[config.mk]
export PLATFORM = sky130hd
export DESIGN_NAME = decode_regfile
export DESIGN_NICKNAME = d
export VERILOG_FILES = /design/src/rtl/y86_pkg.sv /design/src/rtl/regfile_2r2w.sv /design/src/rtl/decode_regfile.sv
export SDC_FILE = /design/constraint.sdc
export NUM_CORES = 2
export LEC_CHECK = 0
export CORE_ASPECT_RATIO = 0.5
export CORE_UTILIZATION = 24
export DETAILED_ROUTE_END_ITERATION = 12
export RECOVER_POWER = 50
export SYNTH_ARGS = -nofsm -noshare
export SYNTH_HDL_FRONTEND = slang
export SYNTH_HIERARCHICAL = 1
export SYNTH_SLANG_ARGS = --single-unit
[constraint.sdc]
create_clock -name clk -period 94.1 [get_ports clk]
set_input_delay 14.115 -clock clk [delete_from_list [all_inputs] [get_ports clk]]
set_output_delay 14.115 -clock clk [all_outputs]
set_load 0.05 [all_outputs]
[src/rtl/y86_pkg.sv]
// Shared Y86-64 definitions: instruction codes, special register ids and the
// decoded register-id bundle handed from decode to execute.
package y86_pkg;

   // Instruction codes
   localparam logic [3:0] I_HALT   = 4'h0;
   localparam logic [3:0] I_NOP    = 4'h1;
   localparam logic [3:0] I_RRMOVQ = 4'h2;
   localparam logic [3:0] I_IRMOVQ = 4'h3;
   localparam logic [3:0] I_RMMOVQ = 4'h4;
   localparam logic [3:0] I_MRMOVQ = 4'h5;
   localparam logic [3:0] I_OPQ    = 4'h6;
   localparam logic [3:0] I_JXX    = 4'h7;
   localparam logic [3:0] I_CALL   = 4'h8;
   localparam logic [3:0] I_RET    = 4'h9;
   localparam logic [3:0] I_PUSHQ  = 4'hA;
   localparam logic [3:0] I_POPQ   = 4'hB;

   // Register ids
   localparam logic [3:0]  RNONE       = 4'hF;
   localparam int unsigned RSP_DEFAULT = 4;
   localparam int unsigned ID_W        = 4;

   // Decoded source/destination ids for one instruction
   typedef struct packed {
      logic [ID_W-1:0] src_a;
      logic [ID_W-1:0] src_b;
      logic [ID_W-1:0] dst_e;
      logic [ID_W-1:0] dst_m;
   } dec_ids_t;

endpackage

[src/rtl/regfile_2r2w.sv]
// Register file, NREGS x DATA_W, two combinational read ports and two write
// ports (E, M) with write-through bypass. Port M has priority on both the
// stored value and the bypass when both ports target the same id.
// Ports:
//   clk, rst                     clock, async active-high reset
//   i_raddr_a/b   [3:0]          read ids
//   o_rdata_a_c/b_c [DATA_W-1:0] combinational read data (0 for RNONE / out of range)
//   i_we_e, i_wdst_e, i_wval_e   write port E
//   i_we_m, i_wdst_m, i_wval_m   write port M
module regfile_2r2w #(
   parameter int unsigned DATA_W   = 64,
   parameter int unsigned NREGS    = 15,
   parameter int unsigned INIT_IDX = 1
) (
   input  logic              clk,
   input  logic              rst,
   input  logic [3:0]        i_raddr_a,
   input  logic [3:0]        i_raddr_b,
   output logic [DATA_W-1:0] o_rdata_a_c,
   output logic [DATA_W-1:0] o_rdata_b_c,
   input  logic              i_we_e,
   input  logic [3:0]        i_wdst_e,
   input  logic [DATA_W-1:0] i_wval_e,
   input  logic              i_we_m,
   input  logic [3:0]        i_wdst_m,
   input  logic [DATA_W-1:0] i_wval_m
);

   localparam logic [3:0] ID_LIMIT = 4'(NREGS);

   logic [DATA_W-1:0] r_regs [NREGS];

   // One flop group per register; M checked first so it wins a shared dst.
   // Ids outside 0..NREGS-1 (incl. RNONE) match no entry and are dropped.
   for (genvar g = 0; g < NREGS; g++) begin : g_reg
      always_ff @(posedge clk or posedge rst) begin
         if (rst)
            r_regs[g] <= (INIT_IDX != 0) ? DATA_W'(g) : '0;
         else if (i_we_m && (i_wdst_m == 4'(g)))
            r_regs[g] <= i_wval_m;
         else if (i_we_e && (i_wdst_e == 4'(g)))
            r_regs[g] <= i_wval_e;
      end
   end

   // Read with write-through bypass, M before E
   assign o_rdata_a_c = (i_raddr_a >= ID_LIMIT)                ? '0       :
                        (i_we_m && (i_wdst_m == i_raddr_a))    ? i_wval_m :
                        (i_we_e && (i_wdst_e == i_raddr_a))    ? i_wval_e :
                                                                 r_regs[i_raddr_a];

   assign o_rdata_b_c = (i_raddr_b >= ID_LIMIT)                ? '0       :
                        (i_we_m && (i_wdst_m == i_raddr_b))    ? i_wval_m :
                        (i_we_e && (i_wdst_e == i_raddr_b))    ? i_wval_e :
                                                                 r_regs[i_raddr_b];

endmodule

[src/rtl/decode_regfile.sv]
// Y86-64 decode stage: selects srcA/srcB/dstE/dstM from icode/rA/rB, reads
// both operands from the register file (with writeback bypass) and registers
// the bundle into the D->E pipeline register under stall/bubble control.
// Ports:
//   clk, rst                         clock, async active-high reset
//   d_icode, d_rA, d_rB   [3:0]      decode-stage instruction fields
//   e_stall, e_bubble                E register hold / NOP insert (stall wins)
//   we_e, wdst_e, wval_e             writeback port E (ALU result)
//   we_m, wdst_m, wval_m             writeback port M (memory result)
//   e_icode, e_srcA, e_srcB,
//   e_dstE, e_dstM        [3:0]      registered icode and ids
//   e_valA, e_valB        [DATA_W-1:0] registered operands
module decode_regfile
   import y86_pkg::*;
#(
   parameter int unsigned DATA_W   = 64,
   parameter int unsigned NREGS    = 15,
   parameter int unsigned RSP_ID   = RSP_DEFAULT,
   parameter int unsigned INIT_IDX = 1
) (
   input  logic              clk,
   input  logic              rst,
   input  logic [3:0]        d_icode,
   input  logic [3:0]        d_rA,
   input  logic [3:0]        d_rB,
   input  logic              e_stall,
   input  logic              e_bubble,
   input  logic              we_e,
   input  logic [3:0]        wdst_e,
   input  logic [DATA_W-1:0] wval_e,
   input  logic              we_m,
   input  logic [3:0]        wdst_m,
   input  logic [DATA_W-1:0] wval_m,
   output logic [3:0]        e_icode,
   output logic [DATA_W-1:0] e_valA,
   output logic [DATA_W-1:0] e_valB,
   output logic [3:0]        e_srcA,
   output logic [3:0]        e_srcB,
   output logic [3:0]        e_dstE,
   output logic [3:0]        e_dstM
);

   localparam logic [3:0] RSP = 4'(RSP_ID);

   dec_ids_t          w_ids;
   logic [DATA_W-1:0] w_val_a;
   logic [DATA_W-1:0] w_val_b;

   dec_ids_t          r_ids;
   logic [3:0]        r_icode;
   logic [DATA_W-1:0] r_val_a;
   logic [DATA_W-1:0] r_val_b;

   // Source/destination selection; unused fields and unknown icodes stay RNONE
   always_comb begin
      w_ids.src_a = RNONE;
      w_ids.src_b = RNONE;
      w_ids.dst_e = RNONE;
      w_ids.dst_m = RNONE;
      case (d_icode)
         I_RRMOVQ: begin
            w_ids.src_a = d_rA;
            w_ids.dst_e = d_rB;
         end
         I_IRMOVQ: w_ids.dst_e = d_rB;
         I_RMMOVQ: begin
            w_ids.src_a = d_rA;
            w_ids.src_b = d_rB;
         end
         I_MRMOVQ: begin
            w_ids.src_b = d_rB;
            w_ids.dst_m = d_rA;
         end
         I_OPQ: begin
            w_ids.src_a = d_rA;
            w_ids.src_b = d_rB;
            w_ids.dst_e = d_rB;
         end
         I_CALL: begin
            w_ids.src_b = RSP;
            w_ids.dst_e = RSP;
         end
         I_RET: begin
            w_ids.src_a = RSP;
            w_ids.src_b = RSP;
            w_ids.dst_e = RSP;
         end
         I_PUSHQ: begin
            w_ids.src_a = d_rA;
            w_ids.src_b = RSP;
            w_ids.dst_e = RSP;
         end
         I_POPQ: begin
            w_ids.src_a = RSP;
            w_ids.src_b = RSP;
            w_ids.dst_e = RSP;
            w_ids.dst_m = d_rA;
         end
         default: ;
      endcase
   end

   regfile_2r2w #(
      .DATA_W   (DATA_W),
      .NREGS    (NREGS),
      .INIT_IDX (INIT_IDX)
   ) u_regfile (
      .clk         (clk),
      .rst         (rst),
      .i_raddr_a   (w_ids.src_a),
      .i_raddr_b   (w_ids.src_b),
      .o_rdata_a_c (w_val_a),
      .o_rdata_b_c (w_val_b),
      .i_we_e      (we_e),
      .i_wdst_e    (wdst_e),
      .i_wval_e    (wval_e),
      .i_we_m      (we_m),
      .i_wdst_m    (wdst_m),
      .i_wval_m    (wval_m)
   );

   // D->E pipeline register; stall has priority over bubble
   always_ff @(posedge clk or posedge rst) begin
      if (rst) begin
         r_icode <= I_NOP;
         r_ids   <= '{src_a: RNONE, src_b: RNONE, dst_e: RNONE, dst_m: RNONE};
         r_val_a <= '0;
         r_val_b <= '0;
      end else if (e_stall) begin
         r_icode <= r_icode;
      end else if (e_bubble) begin
         r_icode <= I_NOP;
         r_ids   <= '{src_a: RNONE, src_b: RNONE, dst_e: RNONE, dst_m: RNONE};
         r_val_a <= '0;
         r_val_b <= '0;
      end else begin
         r_icode <= d_icode;
         r_ids   <= w_ids;
         r_val_a <= w_val_a;
         r_val_b <= w_val_b;
      end
   end

   assign e_icode = r_icode;
   assign e_valA  = r_val_a;
   assign e_valB  = r_val_b;
   assign e_srcA  = r_ids.src_a;
   assign e_srcB  = r_ids.src_b;
   assign e_dstE  = r_ids.dst_e;
   assign e_dstM  = r_ids.dst_m;

endmodule

==> tab_implementation.tex <==
\begin{tabular}{lr}
\hline
Metric & Value \\
\hline
\multicolumn{2}{l}{\textbf{Logic synthesis}} \\
Async SR Flop Fraction & 1.000 \\
Mean instance size in the synthesized netlist & 9.348 um\^{}2 \\
Post-synthesis net count & 7,473 \\
Sequential fraction of the synthesis area & 0.4061 \\
Synth Cell Area & 68,420 um\^{}2 \\
Number of warnings issued by yosys & 6 \\
Number of flops mapped to enable cells by yosys & 0 \\
Commonest register cell after synthesis & sky130\_fd\_sc\_hd\_\_dfrtp\_1 \\
Yosys reg bits & 1,108 \\
Number of library cell types mapped by synthesis & 63 \\
Cell count after synthesis & 7,319 \\
\multicolumn{2}{l}{\textbf{Outcome}} \\
Run status & finished with violations \\
Failing checks & max-capacitance violations, max-slew violations \\
\multicolumn{2}{l}{\textbf{Power}} \\
Switching power & 0.5322 mW \\
Combinational power share & 0.252 \\
Internal power & 1.101 mW \\
Sequential cell fraction of total power & 0.422 \\
Switching part of the total & 0.3259 \\
Clock network power share & 0.326 \\
Peak supply drop & a little over 0.02 mV \\
Power density over cell area & 21.10 nW/um\^{}2 \\
Static power due to leakage & 31.22 nW \\
Sum of internal, switching and leakage power & 1.633 mW \\
\multicolumn{2}{l}{\textbf{Clock network}} \\
Number of post-CTS setup repair buffers & 0 \\
Cell at the root of the clock tree & sky130\_fd\_sc\_hd\_\_clkbuf\_16 \\
Cts bufs inserted & roughly 130 \\
CTS clock-pin slew for the worst setup and hold paths & about 0.06 ns \\
Number of sinks handled by clock tree synthesis & 1,108 \\
TritonCTS clock tree & built \\
Depth of the CTS H-tree & 4 \\
Clock network latency to the later pin of the worst-skew pair & around 0.8 ns \\
Count of cells resized by post-cts repair & 0 \\
Max Root-Sink Buffers & 3 \\
Count of hold-fix buffers inserted at cts & 0 \\
\multicolumn{2}{l}{\textbf{Hold path}} \\
Path class of the lowest-slack min-delay path & flip-flop to flip-flop \\
Hold Path Origin & e\_icode[2]\$\_DFFE\_PP0N\_ \\
Depth of the worst hold-timing path & 2 \\
Worst Hold Path EP & e\_icode[2]\$\_DFFE\_PP0N\_ \\
\multicolumn{2}{l}{\textbf{Place}} \\
Dpl hpwl & 158,300 um \\
\# placed instances & roughly 11,000 \\
IO Port Bufs & 301 \\
Worst slack after detailed placement & 74.07 ns \\
Final RePlAce weighted congestion & about 0.85 \\
Placed Area & roughly 73,000 um\^{}2 \\
\multicolumn{2}{l}{\textbf{STA}} \\
Count of endpoints failing setup in the final report & 0 \\
Setup repair after global routing missed its margin & false \\
Endpoints failing hold & 0 \\
Setup TNS & 0 ns \\
Final critical delay including setup and external delays & roughly 27 ns \\
Pin slew with the least headroom to its limit & between 8 and 9 ns \\
Total count of max-transition violations in the final report & 1,739 \\
Post-Route Hold Slack & 0.4818 ns \\
Final critical-path setup slack & 66.65 ns \\
Worst max-slew margin expressed relative to the limit & -4.575 \\
Largest clock skew in the final design & between 0.01 and 0.015 ns \\
Final period util & 0.2917 \\
Max Clk Rate & 36.43 MHz \\
\multicolumn{2}{l}{\textbf{Drt}} \\
DRC errors left & 0 \\
Initial DRC Count & 7,687 \\
Post-route antenna net violation count & 0 \\
Vias & 60,360 \\
Final routed wirelength across all metal layers & 287,400 um \\
Number of detailed-routing iterations run before antenna repair & 7 \\
Drt wl/cell & 26.34 um \\
Number of vias per cell after detailed routing & 5.532 \\
\multicolumn{2}{l}{\textbf{Setup path}} \\
Worst reg2reg endpoint & e\_valA[25]\$\_DFFE\_PP0N\_ \\
Worst reg2reg setup slack & 92.14 ns \\
Critical path origin & rst \\
Reg2Reg Depth & 6 \\
Critical path, cell by cell & dlygate4sd3\_1, clkinvlp\_2, clkbuf\_1, clkbuf\_1 \\
Crit-path most repeated cell & sky130\_fd\_sc\_hd\_\_clkbuf\_1 \\
Required time of the critical path & approximately 93 ns \\
Critical Setup Path Class & input port to asynchronous set/reset pin \\
Category of cells accounting for the largest share of critical-path delay & buffers and inverters \\
Critical Path Sink Type & asynchronous set/reset pin \\
Largest fanout on the critical path & between 100 and 150 \\
Critical Path AT & 26.36 ns \\
Reg2Reg Launch Point & u\_regfile/r\_regs[665]\$\_DFFE\_PP0P\_ \\
Combined buffer and inverter count along the critical path & 4 \\
Critical path's slowest cell & sky130\_fd\_sc\_hd\_\_clkbuf\_1 \\
CP max stage delay & 5.68 ns \\
Startpoint type of the worst setup path & input port \\
\multicolumn{2}{l}{\textbf{Global routing}} \\
Global-route usage over all layers & 0.1919 \\
Initial antenna violation count & 59 \\
Maximum number of pins on one net before global-route repair & 155 \\
Vias in the first global route & 57,520 \\
First-pass GRT wire length & 412,600 um \\
Aggregate global routing overflow & 0 \\
\multicolumn{2}{l}{\textbf{Finish}} \\
Area of all sequential standard cells & 27,780 um\^{}2 \\
P\&R area growth vs syn & 13.12\% \\
Number of nets in the layout & 7,153 \\
Share of cells above drive strength 1 & 0.09369 \\
Post-route cell area & 77,390 um\^{}2 \\
Number of inserted filler cells in the final layout & between 20,000 and 30,000 \\
Final Core Density & 0.2733 \\
Total area of multi-input combinational cells & 36,160 um\^{}2 \\
Post-layout instance count excluding filler cells & 10,910 \\
\multicolumn{2}{l}{\textbf{Flow run}} \\
Max-cap violations & 27 \\
\multicolumn{2}{l}{\textbf{Floorplan}} \\
Count of boundary I/O pins & between 300 and 400 \\
Horiz. Die Dim & 757.1 um \\
Die Y & around 380 um \\
Area inside the core boundary & 283,200 um\^{}2 \\
Total Die Area & between 200,000 and 300,000 um\^{}2 \\
Std-Cell Rows & 138 \\
Effective utilization at floorplan & 0.2416 \\
\hline
\end{tabular}
[layout by cell type, fill, tap and decap left out, types with 4 or more instances in the layout]
cell type | netlist | final
sky130_fd_sc_hd__clkbuf_1 | 471 | 47
sky130_fd_sc_hd__o22ai_1 | 63 | 63
sky130_fd_sc_hd__o22a_1 | 5 | 5
sky130_fd_sc_hd__nor2_4 | 8 | 7
sky130_fd_sc_hd__nor3_1 | 129 | 129
sky130_fd_sc_hd__o31ai_1 | 4 | 4
sky130_fd_sc_hd__xor2_1 | 12 | 12
sky130_fd_sc_hd__diode_2 | 0 | 34
sky130_fd_sc_hd__a22o_1 | 128 | 128
sky130_fd_sc_hd__nand2_1 | 464 | 463
sky130_fd_sc_hd__buf_4 | 80 | 95
sky130_fd_sc_hd__mux2i_1 | 1021 | 1021
sky130_fd_sc_hd__o21ai_1 | 273 | 178
sky130_fd_sc_hd__xnor2_1 | 4 | 4
sky130_fd_sc_hd__clkbuf_16 | 0 | 139
sky130_fd_sc_hd__buf_12 | 6 | 7
sky130_fd_sc_hd__a221oi_1 | 190 | 190
sky130_fd_sc_hd__inv_6 | 0 | 4
sky130_fd_sc_hd__dfrtp_1 | 1063 | 1063
sky130_fd_sc_hd__dfstp_2 | 45 | 45
sky130_fd_sc_hd__clkinv_2 | 0 | 20
sky130_fd_sc_hd__bufinv_16 | 0 | 9
sky130_fd_sc_hd__a21oi_1 | 1029 | 1029
sky130_fd_sc_hd__a2bb2oi_1 | 69 | 69
sky130_fd_sc_hd__clkdlybuf4s50_1 | 0 | 143
sky130_fd_sc_hd__nand3_4 | 0 | 5
sky130_fd_sc_hd__and2_4 | 1 | 5
sky130_fd_sc_hd__clkbuf_8 | 0 | 29
sky130_fd_sc_hd__dlygate4sd3_1 | 0 | 157
sky130_fd_sc_hd__nor2b_1 | 7 | 4
sky130_fd_sc_hd__o21ai_0 | 498 | 593
sky130_fd_sc_hd__inv_1 | 75 | 70
sky130_fd_sc_hd__nor2_1 | 1031 | 1032
sky130_fd_sc_hd__nand2b_1 | 8 | 6
sky130_fd_sc_hd__mux4_2 | 258 | 258
[worst register-to-register path: stages (launching register included)]
cell	delay, ns
sky130_fd_sc_hd__dfrtp_1	0.41
sky130_fd_sc_hd__mux4_2	0.47
sky130_fd_sc_hd__mux2i_1	0.18
sky130_fd_sc_hd__nor2_1	0.09
sky130_fd_sc_hd__nor3_1	0.32
sky130_fd_sc_hd__a221oi_1	0.15
sky130_fd_sc_hd__a22o_1	0.23
[synth_stat cells (64+ instances only)]
cell type                      n  area share
sky130_fd_sc_hd__o21ai_1     273       0.020
sky130_fd_sc_hd__a22o_1      128       0.016
sky130_fd_sc_hd__mux4_2      258       0.085
sky130_fd_sc_hd__nand2_1     464       0.025
sky130_fd_sc_hd__o21ai_0     498       0.036
sky130_fd_sc_hd__buf_4        80      0.0088
sky130_fd_sc_hd__mux2i_1    1021        0.15
sky130_fd_sc_hd__nor3_1      129      0.0094
sky130_fd_sc_hd__clkbuf_2     64      0.0047
sky130_fd_sc_hd__dfrtp_1    1063        0.39
sky130_fd_sc_hd__a2bb2oi_1    69      0.0088
sky130_fd_sc_hd__buf_2       197       0.014
sky130_fd_sc_hd__inv_1        75      0.0041
sky130_fd_sc_hd__clkbuf_1    471       0.026
sky130_fd_sc_hd__a221oi_1    190       0.024
sky130_fd_sc_hd__nor2_1     1031       0.057
sky130_fd_sc_hd__a21oi_1    1029       0.075
[flip-flops by register name, summed over array words and instances, names as in the netlist]
| name | cells |
|---|---|
| e_dstE | 4 |
| e_icode | 4 |
| e_valA | 64 |
| e_srcA | 4 |
| e_srcB | 4 |
| e_dstM | 4 |
| u_regfile/r_regs | 960 |
| e_valB | 64 |
[cells by family (layout without fill, tap and decap cells)]
group / count (synthesis) / in the layout / share of synthesized area
AO/OA/AOI/OAI: 2276 / 2276 / 0.1905
AND/OR/NAND/NOR: 1691 / 1691 / 0.09930
multiplexers: 1279 / 1279 / 0.2343
flip-flops: 1108 / 1108 / 0.4061
buffers and inverters: 949 / 728 / 0.06781
XOR/XNOR: 16 / 16 / 0.002048
other: 0 / 34 / 0
[final cells by class]
class                   count  area share
diodes                     34    0.001099
clock buffers             199     0.05161
clock inverters            35    0.005416
inverters                  76    0.003977
multi-input cells        5262      0.4672
flip-flops and latches   1108      0.3590
well taps                3780     0.06111
repair buffers            418     0.05060
[worst max-delay path by stage]
stage | slack [ns] | depth (start not counted) | endpoint
3_5_place_dp | 74.07 | 12 | e_valA[60]$_DFFE_PP0N_
5_1_grt | 64.35 | 4 | u_regfile/r_regs[104]$_DFFE_PP0P_
2_1_floorplan | 53.03 | 1 | u_regfile/r_regs[0]$_DFFE_PP0P_
3_3_place_gp | 74.14 | 12 | e_valA[60]$_DFFE_PP0N_
4_1_cts | 74.90 | 12 | e_valA[25]$_DFFE_PP0N_
6_report | 66.65 | 4 | u_regfile/r_regs[169]$_DFFE_PP0P_
[layer usage]
metal / wire [um] / vias up / GRT usage
met5: 112 / - / 0
met1: 108500 / 29710 / 0.2387
met4: 20980 / 16 / 0.1274
met2: 130600 / 3858 / 0.3044
li1: - / 25700 / -
met3: 27150 / 1081 / 0.03566
[power by group through the flow]
stage	clock network (mW)	registers [mW]	logic, mW
global placement	0	0.686	0.401
finish	0.533	0.689	0.411
floorplan	0	0.681	0.296
global route	0.555	0.699	0.444
CTS	0.537	0.683	0.410
detailed placement	0	0.690	0.411
No activity file was read; power rests on OpenSTA's default activity.
